==> config.mk <==
export PLATFORM = sky130hd
export DESIGN_NAME = sctrl_axi_slave
export DESIGN_NICKNAME = d
export VERILOG_FILES = /design/src/rtl/sctrl_axi_slave.sv
export SDC_FILE = /design/constraint.sdc
export NUM_CORES = 1
export LEC_CHECK = 0
export CORE_UTILIZATION = 35
export CTS_CLUSTER_DIAMETER = 150
export DETAILED_ROUTE_END_ITERATION = 8
export GPL_TIMING_DRIVEN = 0
export PLACE_DENSITY = 0.76
export REMOVE_ABC_BUFFERS = 1
export SETUP_SLACK_MARGIN = 0.5
export SLEW_MARGIN = 40
export SYNTH_ARGS = -nofsm -noshare
export SYNTH_HDL_FRONTEND = slang
export SYNTH_SLANG_ARGS = --single-unit
export TNS_END_PERCENT = 100
==> constraint.sdc <==
create_clock -name ACLK -period 4.3 [get_ports ACLK]
set_clock_uncertainty 0.1 [all_clocks]
set_input_delay 1.075 -clock ACLK [delete_from_list [all_inputs] [get_ports ACLK]]
set_output_delay 1.075 -clock ACLK [all_outputs]
set_load 0.02 [all_outputs]
==> src/rtl/sctrl_axi_slave.sv <==
// sctrl_axi_slave: AXI4 slave front-end for a bank of sensor controllers.
// Per-channel EN/CLEAR/MASK/STATUS registers, read-only data window, masked irq.
module sctrl_axi_slave #(
    parameter int CH_NUM    = 2,
    parameter int DEPTH     = 64,
    parameter int ID_BITS   = 8,
    parameter int ADDR_BITS = 32,
    parameter int DATA_BITS = 32,
    parameter int LEN_BITS  = 4
) (
    input  logic                          ACLK,
    input  logic                          ARESETn,
    input  logic [ID_BITS-1:0]            AWID_S,
    input  logic [ADDR_BITS-1:0]          AWADDR_S,
    input  logic [LEN_BITS-1:0]           AWLEN_S,
    input  logic [2:0]                    AWSIZE_S,
    input  logic [1:0]                    AWBURST_S,
    input  logic                          AWVALID_S,
    output logic                          AWREADY_S,
    input  logic [DATA_BITS-1:0]          WDATA_S,
    input  logic [DATA_BITS/8-1:0]        WSTRB_S,
    input  logic                          WLAST_S,
    input  logic                          WVALID_S,
    output logic                          WREADY_S,
    output logic [ID_BITS-1:0]            BID_S,
    output logic [1:0]                    BRESP_S,
    output logic                          BVALID_S,
    input  logic                          BREADY_S,
    input  logic [ID_BITS-1:0]            ARID_S,
    input  logic [ADDR_BITS-1:0]          ARADDR_S,
    input  logic [LEN_BITS-1:0]           ARLEN_S,
    input  logic [2:0]                    ARSIZE_S,
    input  logic [1:0]                    ARBURST_S,
    input  logic                          ARVALID_S,
    output logic                          ARREADY_S,
    output logic [ID_BITS-1:0]            RID_S,
    output logic [DATA_BITS-1:0]          RDATA_S,
    output logic [1:0]                    RRESP_S,
    output logic                          RLAST_S,
    output logic                          RVALID_S,
    input  logic                          RREADY_S,
    output logic [CH_NUM-1:0]             sctrl_en,
    output logic [CH_NUM-1:0]             sctrl_clear,
    output logic [((DEPTH > 1) ? $clog2(DEPTH) : 1)-1:0] sctrl_rd_addr,
    input  logic [CH_NUM*DATA_BITS-1:0]   sctrl_out_all,
    input  logic [CH_NUM-1:0]             sctrl_irq_raw,
    output logic                          sctrl_interrupt
);

    localparam int IW = (DEPTH > 1) ? $clog2(DEPTH) : 1;
    localparam logic [1:0] RESP_OKAY   = 2'b00;
    localparam logic [1:0] RESP_SLVERR = 2'b10;

    typedef enum logic [2:0] {
        K_NONE, K_DATA, K_EN, K_CLR, K_MASK, K_STAT
    } kind_t;

    typedef enum logic [1:0] {R_IDLE, R_FETCH, R_DATA} rstate_t;
    typedef enum logic [1:0] {W_IDLE, W_DATA, W_RESP} wstate_t;

    function automatic kind_t decode(input logic [14:0] a);
        kind_t k;
        k = K_NONE;
        if (32'(a[14:12]) < CH_NUM) begin
            unique case (1'b1)
                (a[11:0] < 12'(DEPTH*4)) && (a[1:0] == 2'b00): k = K_DATA;
                a[11:0] == 12'h100: k = K_EN;
                a[11:0] == 12'h200: k = K_CLR;
                a[11:0] == 12'h300: k = K_MASK;
                a[11:0] == 12'h304: k = K_STAT;
                default:            k = K_NONE;
            endcase
        end
        return k;
    endfunction

    // FIXED keeps the address; every other burst code steps within the 4 KB page.
    function automatic logic [14:0] next_addr(input logic [14:0] a,
                                              input logic [1:0]  burst);
        logic [14:0] n;
        n = a;
        if (burst != 2'b00) n[11:0] = a[11:0] + 12'd4;
        return n;
    endfunction

    rstate_t               rstate;
    wstate_t               wstate;
    logic [ID_BITS-1:0]    rid_q;
    logic [ID_BITS-1:0]    bid_q;
    logic [LEN_BITS-1:0]   rlen_q;
    logic [LEN_BITS-1:0]   rbeat_q;
    logic [1:0]            rburst_q;
    logic [1:0]            wburst_q;
    logic [14:0]           raddr_q;
    logic [14:0]           waddr_q;
    logic [14:0]           raddr_nxt;
    logic [DATA_BITS-1:0]  rdata_q;
    logic [1:0]            rresp_q;
    logic [1:0]            bresp_q;
    logic                  rlast_q;
    logic                  werr_q;
    logic                  irq_q;
    logic [CH_NUM-1:0]     en_q;
    logic [CH_NUM-1:0]     clr_q;
    logic [CH_NUM-1:0]     mask_q;
    logic [IW-1:0]         rd_addr_q;
    kind_t                 r_kind;
    kind_t                 w_kind;
    logic [DATA_BITS-1:0]  r_val;
    logic                  w_err;
    logic                  w_hs;
    logic                  unused_ok;

    assign r_kind    = decode(raddr_q);
    assign w_kind    = decode(waddr_q);
    assign raddr_nxt = next_addr(raddr_q, rburst_q);
    assign w_err     = (w_kind == K_NONE) || (w_kind == K_DATA) ||
                       (w_kind == K_STAT);
    assign w_hs      = (wstate == W_DATA) && WVALID_S;

    always_comb begin
        r_val = '0;
        for (int c = 0; c < CH_NUM; c++) begin
            if (raddr_q[14:12] == 3'(c)) begin
                case (r_kind)
                    K_DATA:  r_val = sctrl_out_all[c*DATA_BITS +: DATA_BITS];
                    K_EN:    r_val = DATA_BITS'(en_q[c]);
                    K_CLR:   r_val = DATA_BITS'(clr_q[c]);
                    K_MASK:  r_val = DATA_BITS'(mask_q[c]);
                    K_STAT:  r_val = DATA_BITS'(sctrl_irq_raw[c]);
                    default: r_val = '0;
                endcase
            end
        end
    end

    always_ff @(posedge ACLK) begin
        if (!ARESETn) begin
            rstate    <= R_IDLE;
            rid_q     <= '0;
            rlen_q    <= '0;
            rbeat_q   <= '0;
            rburst_q  <= '0;
            raddr_q   <= '0;
            rd_addr_q <= '0;
            rdata_q   <= '0;
            rresp_q   <= RESP_OKAY;
            rlast_q   <= 1'b0;
        end else begin
            unique case (rstate)
                R_IDLE: begin
                    if (ARVALID_S) begin
                        rid_q     <= ARID_S;
                        rlen_q    <= ARLEN_S;
                        rburst_q  <= ARBURST_S;
                        raddr_q   <= ARADDR_S[14:0];
                        rd_addr_q <= ARADDR_S[IW+1:2];
                        rbeat_q   <= '0;
                        rstate    <= R_FETCH;
                    end
                end
                R_FETCH: begin
                    rdata_q <= r_val;
                    rresp_q <= (r_kind == K_NONE) ? RESP_SLVERR : RESP_OKAY;
                    rlast_q <= (rbeat_q == rlen_q);
                    rstate  <= R_DATA;
                end
                R_DATA: begin
                    if (RREADY_S) begin
                        rlast_q <= 1'b0;
                        if (rlast_q) begin
                            rstate <= R_IDLE;
                        end else begin
                            raddr_q   <= raddr_nxt;
                            rd_addr_q <= raddr_nxt[IW+1:2];
                            rbeat_q   <= rbeat_q + 1'b1;
                            rstate    <= R_FETCH;
                        end
                    end
                end
                default: rstate <= R_IDLE;
            endcase
        end
    end

    always_ff @(posedge ACLK) begin
        if (!ARESETn) begin
            wstate   <= W_IDLE;
            bid_q    <= '0;
            wburst_q <= '0;
            waddr_q  <= '0;
            werr_q   <= 1'b0;
            bresp_q  <= RESP_OKAY;
            en_q     <= '0;
            clr_q    <= '0;
            mask_q   <= '0;
        end else begin
            unique case (wstate)
                W_IDLE: begin
                    if (AWVALID_S) begin
                        bid_q    <= AWID_S;
                        waddr_q  <= AWADDR_S[14:0];
                        wburst_q <= AWBURST_S;
                        werr_q   <= 1'b0;
                        wstate   <= W_DATA;
                    end
                end
                W_DATA: begin
                    if (w_hs) begin
                        werr_q  <= werr_q | w_err;
                        waddr_q <= next_addr(waddr_q, wburst_q);
                        if (WLAST_S) begin
                            bresp_q <= (werr_q | w_err) ? RESP_SLVERR : RESP_OKAY;
                            wstate  <= W_RESP;
                        end
                    end
                end
                W_RESP: begin
                    if (BREADY_S) wstate <= W_IDLE;
                end
                default: wstate <= W_IDLE;
            endcase
            if (w_hs && !w_err && WSTRB_S[0]) begin
                for (int c = 0; c < CH_NUM; c++) begin
                    if (waddr_q[14:12] == 3'(c)) begin
                        case (w_kind)
                            K_EN:    en_q[c]   <= WDATA_S[0];
                            K_CLR:   clr_q[c]  <= WDATA_S[0];
                            K_MASK:  mask_q[c] <= WDATA_S[0];
                            default: ;
                        endcase
                    end
                end
            end
        end
    end

    always_ff @(posedge ACLK) begin
        if (!ARESETn) irq_q <= 1'b0;
        else          irq_q <= |(sctrl_irq_raw & mask_q);
    end

    // Handshake flags are gated by reset so they drop in the reset cycle itself.
    assign ARREADY_S       = ARESETn && (rstate == R_IDLE);
    assign AWREADY_S       = ARESETn && (wstate == W_IDLE);
    assign WREADY_S        = ARESETn && (wstate == W_DATA);
    assign RVALID_S        = ARESETn && (rstate == R_DATA);
    assign BVALID_S        = ARESETn && (wstate == W_RESP);
    assign RLAST_S         = ARESETn && rlast_q;
    assign RID_S           = rid_q;
    assign RDATA_S         = rdata_q;
    assign RRESP_S         = rresp_q;
    assign BID_S           = bid_q;
    assign BRESP_S         = bresp_q;
    assign sctrl_en        = en_q;
    assign sctrl_clear     = clr_q;
    assign sctrl_rd_addr   = rd_addr_q;
    assign sctrl_interrupt = irq_q;

    assign unused_ok = ^{AWSIZE_S, ARSIZE_S, AWLEN_S,
                         ARADDR_S[ADDR_BITS-1:15], AWADDR_S[ADDR_BITS-1:15],
                         WSTRB_S[DATA_BITS/8-1:1], WDATA_S[DATA_BITS-1:1]};

endmodule

; ---- Word-level counts from Yosys, hierarchy flattened
; Index checks and enable logic that the tools add are counted.
[word_totals]
ff_bits = 113
word_cells = 158
[classes]
n_addsub = 3
n_lt_le_gt_ge = 4
eq_ne = 34
n_mux = 41
n_bitwise = 4
reduce_logical = 46
[ops]
columns = cell, count
row1 = $pmux 32 s5, 2
row2 = $eq 12x10->1 const B, 6
row3 = $mux 32, 2
row4 = $mux 12, 5
row5 = $pmux 15 s2, 2
row6 = $mux 15, 2
row7 = $pmux 3 s5, 2
row8 = $reduce_and 3->1, 10
row9 = $add 12x3->12 const B, 2
row10 = $eq 12x9->1 const B, 2
row11 = $lt 12x9->1 const B, 2
row12 = $mux 6, 3
row13 = $ne 2x2->1 const B, 9
row14 = $mux 2, 8
row15 = $eq 3x1->1 const B, 4
row16 = $eq 3x2->1 const B, 4
row17 = $eq 3x3->1 const B, 4
row18 = $logic_not 3->1, 4
row19 = $mux 4, 3
row20 = $pmux 2 s3, 2
row21 = $pmux 6 s2, 1
row22 = $reduce_and 4->1, 3
row23 = $logic_and 1x1->1, 11
row24 = $reduce_bool 2->1, 5
row25 = other kinds (18), 34

; ---- Longest topological paths before layout
[depth]
ltp_word = 11
ltp_mapped = 9
ltp_nobuf = 8

; ---- Least setup slack after synthesis
; Ideal clock, no wire load.
[synth_path]
kind = input to output
startpoint = input port ARESETn
endpoint = output port BVALID_S
arrival_time_ps = 1865
required_time_ps = 3125
setup_slack_ps = 1260
path_stages = 3
n_path_buf = 1
cell_sequence = inv_2 clkbuf_1 nor3b_1
[synth_between]
elab_chain_cells = 1
[synth_lines]
columns = item, line
row1 = from (decl), 12  ; input logic ARESETn,
row2 = $logic_and 1x1->1, 248  ; assign BVALID_S = ARESETn && (wstate == W_RESP);
row3 = to (decl), 27  ; output logic BVALID_S,
; No other way between the ends.

; ---- Worst setup path in the final report
[layout_path]
startpoint = input port ARESETn
endpoint = output port WREADY_S
[layout_between]
elab_chain_cells = 1
[layout_lines]
columns = item, line
row1 = $logic_and 1x1->1, 246  ; assign WREADY_S = ARESETn && (wstate == W_DATA);
row2 = to (decl), 24  ; output logic WREADY_S,
; No other way between the ends.

==> flow_summary_export.csv <==
group,metric,value,unit
global_routing,grt_max_degree,64,
yosys,syn_inst,655,
yosys,seq_area_frac_synth,40.3,%
yosys,synth_area,5220,µm²
sta,tightest_slew,808,ps
sta,whs,353,ps
layout,area_delta_synth_final,44.7,%
clock_network,path_clk_slew,70,ps
sta,fin_crit_sh,86.0,%
yosys,synth-edff-count,0,
sta,hold_violations,0,
die,core,14500,µm²
route,drt-initial-drc-count,361,
place,post-place-ws,286,ps
power,swShare,27.6,%
layout,final_area,7550,µm²
layout,antenna_cells_inserted,0,
power,p_seq_share,43.7,%
yosys,synth_top_flop_cell,"dfxtp_1",
clock_network,clk_latency,340,ps
power,power,2.51,mW
clock_network,clockRootBuffer,"clkbuf_16",
die,row_count,44,
worst_hold_path,hold_class,"flip-flop to flip-flop",
route,wirelength,14500,µm
die,die_h,124,µm
place,gp_congestion,0.815,
global_routing,grt-busiest-layer,"met2",
route,drc,0,
job,cap_violations,0,
route,dr.pass1.iters,4,
sta,slew_violations,0,
sta,grt_setup_unrepaired,"no",
yosys,synthTopCellsByArea,"dfxtp_1 (40%), nand2_1 (9.8%), mux2i_1 (7.3%), a21oi_1 (5.5%), and2_1 (4.6%)",
sta,setup_viol,0,
yosys,synth_top_area_cell,"dfxtp_1",
critical_path,cp_max_fo,63,
yosys,synth.top_cell.area_share,40.3,%
global_routing,grt_use_met1,23.2,%
die,die-area,15400,µm²
place,io_buffers,196,
yosys,avgSynthCellArea,7.97,µm²
power,leakage,2.78,nW
yosys,ys_warn_count,0,
sta,fmax,0.270,GHz
die,die_w,124,µm
clock_network,cts.htree.levels,3,
yosys,synth_cell_types,60,
power,power_frac_clock,35.5,%
place,dp_hpwl,10500,µm
global_routing,grt_pass1_vias,4433,
clock_network,cts_hold_repair.buffers,0,
power,ir_drop,0.233,mV
critical_path,reg2reg_depth,4,
critical_path,startpoint_type,"input pin",
layout,fillers,1397,
route,drt-wirelength-per-cell,14.4,µm
outcome,outcome,"complete, no violations",
critical_path,crit_type,"input pin to output pin",
power,p_int,1.81,mW
power,switchingPower,0.693,mW
layout,layout.nets,1027,
route,ant_nets,0,
global_routing,grt_use_met3,5.22,%
worst_hold_path,holdPathStages,2,
yosys,ys_seq_elements,105,
global_routing,gr-total-overflow,0,
place,placed_area,7220,µm²
sta,fin_ws,602,ps
power,combPwrFrac,20.8,%
clock_network,cts.sinks,105,
power,p_per_area,332,nW/µm²
global_routing,grt.met2_usage,29.3,%
clock_network,cts_made_buffers,9,
critical_path,cp.required,3120,ps
layout,fin_cells,1001,
die,start_util,35.9,%
sta,slew_headroom,46.2,%
global_routing,antenna_found_initial,0,
die,ioPinCount,277,
critical_path,cp-end-kind,"output pin",
place,dpl.cell_count,985,
yosys,async_reset_ff_share,0,%
global_routing,grt_pass1_wl,21700,µm
route,via_count,5040,
clock_network,cts_buffer_depth,2,
layout,drive_above_1_share,4.16,%
clock_network,cts_tree,"done",
sta,layout_min_cycle_time,3700,ps
route,vias_per_cell,5.03,
global_routing,grt_use_total,18.1,%
critical_path,crit_arrival,2520,ps
path summary, 6_finish.rpt:
kind	startpoint	to	slack, ps
max	ARESETn	WREADY_S	600
min	BID_S[7]	BID_S[7]	350
max reg2reg	wstate[0]	waddr_q[2]	1850
min reg2reg	BID_S[7]	BID_S[7]	350
critical path, stage by stage:
cell	delay, ps
buf_4	190
buf_16	190
inv_6	350
nor2_1	100
clkdlybuf4s50_1	550
power by group through the flow:
stage          logic, mW  clock network, mW  registers, mW
4_1_cts            0.526              0.915           1.09
6_report           0.521              0.890           1.09
5_1_grt            0.572              0.956           1.11
2_1_floorplan      0.236                  0           1.14
3_5_place_dp       0.523                  0           1.12
3_3_place_gp       0.512                  0           1.12
layout by cell type, fill, tap and decap left out, types with 6 or more instances in the layout:
cell / instances
clkdlybuf4s50_1: 193
nand2_1: 136
dfxtp_1: 104
a21oi_1: 56
and2_1: 38
mux2i_1: 38
o21ai_1: 33
nor2_1: 31
o21ai_0: 19
nand3_1: 17
nand2b_1: 10
a211oi_1: 10
inv_1: 9
clkbuf_16: 9
and3_1: 7
ha_1: 7
xnor2_1: 6
through the flow:
step | setup TNS (ps) | util, %
detailed placement | 0 | 49.7
global placement | -7800 | 49.3
global route | 0 | 52.0
CTS | 0 | 51.9
floorplan | 0 | -
finish | 0 | 52.0
cells in the mapped netlist, types with 3 or more instances:
| cell | instances |
|---|---|
| a221oi_1 | 5 |
| mux2i_1 | 38 |
| nand2_1 | 136 |
| nand4_1 | 5 |
| a32oi_1 | 3 |
| buf_6 | 3 |
| dfxtp_1 | 105 |
| and3_1 | 7 |
| a211oi_1 | 10 |
| o211ai_1 | 3 |
| inv_1 | 9 |
| nor3_1 | 5 |
| nor3b_1 | 3 |
| o31ai_1 | 5 |
| and2_1 | 38 |
| o22ai_1 | 3 |
| nor2_1 | 31 |
| nand3b_1 | 5 |
| xor2_1 | 5 |
| xnor2_1 | 6 |
| buf_2 | 3 |
| o21ai_1 | 33 |
| o21ai_0 | 19 |
| nand2b_1 | 11 |
| nand3_1 | 17 |
| buf_4 | 8 |
| a21oi_1 | 57 |
| clkbuf_1 | 38 |
| ha_1 | 7 |
kinds of logic (layout without fill, tap and decap cells):
| logic type | Yosys count | in the layout | share of synthesized area (%) |
|---|---|---|---|
| AO/OA/AOI/OAI | 154 | 154 | 17.5 |
| other | 1 | 2 | 0.0719 |
| buffers and inverters | 63 | 224 | 5.61 |
| flip-flops | 105 | 105 | 40.3 |
| XOR/XNOR | 11 | 11 | 1.85 |
| multiplexers | 38 | 38 | 7.29 |
| AND/OR/NAND/NOR | 276 | 276 | 25.7 |
| adder cells (fa/ha/maj) | 7 | 7 | 1.68 |
registers in the layout (all words and copies together), names as in the netlist, 2 cells and up:
| register | count |
|---|---|
| RDATA_S | 32 |
| raddr_q | 15 |
| waddr_q | 15 |
| BID_S | 8 |
| RID_S | 8 |
| rbeat_q | 4 |
| rlen_q | 4 |
| mask_q | 2 |
| rburst_q | 2 |
| rstate | 2 |
| sctrl_clear | 2 |
| sctrl_en | 2 |
| wburst_q | 2 |
| wstate | 2 |
cell type report:
type                       count  area, µm²  share of cell area, %
timing repair buffer         198       2020                   26.7
clock inverter                 7       93.8                   1.24
sequential                   105       2110                   27.9
clock buffer                   9        225                   2.98
tap                          184        230                   3.05
multi-input combinational    488       2830                   37.5
inverter                      10       42.5                  0.563
routing by layer:
layer | vias to the layer above | part of all wire [%]
met5 | - | 0
met4 | 0 | 0.99
met3 | 11 | 9.3
met2 | 168 | 46
met1 | 2296 | 43
li1 | 2565 | -
what timing repair did:
item	in CTS	in global routing
endpoints found under the setup margin	5	2
gates resized for setup	2	2
buffers inserted	0	0
(Power assumes the default switching activity.)
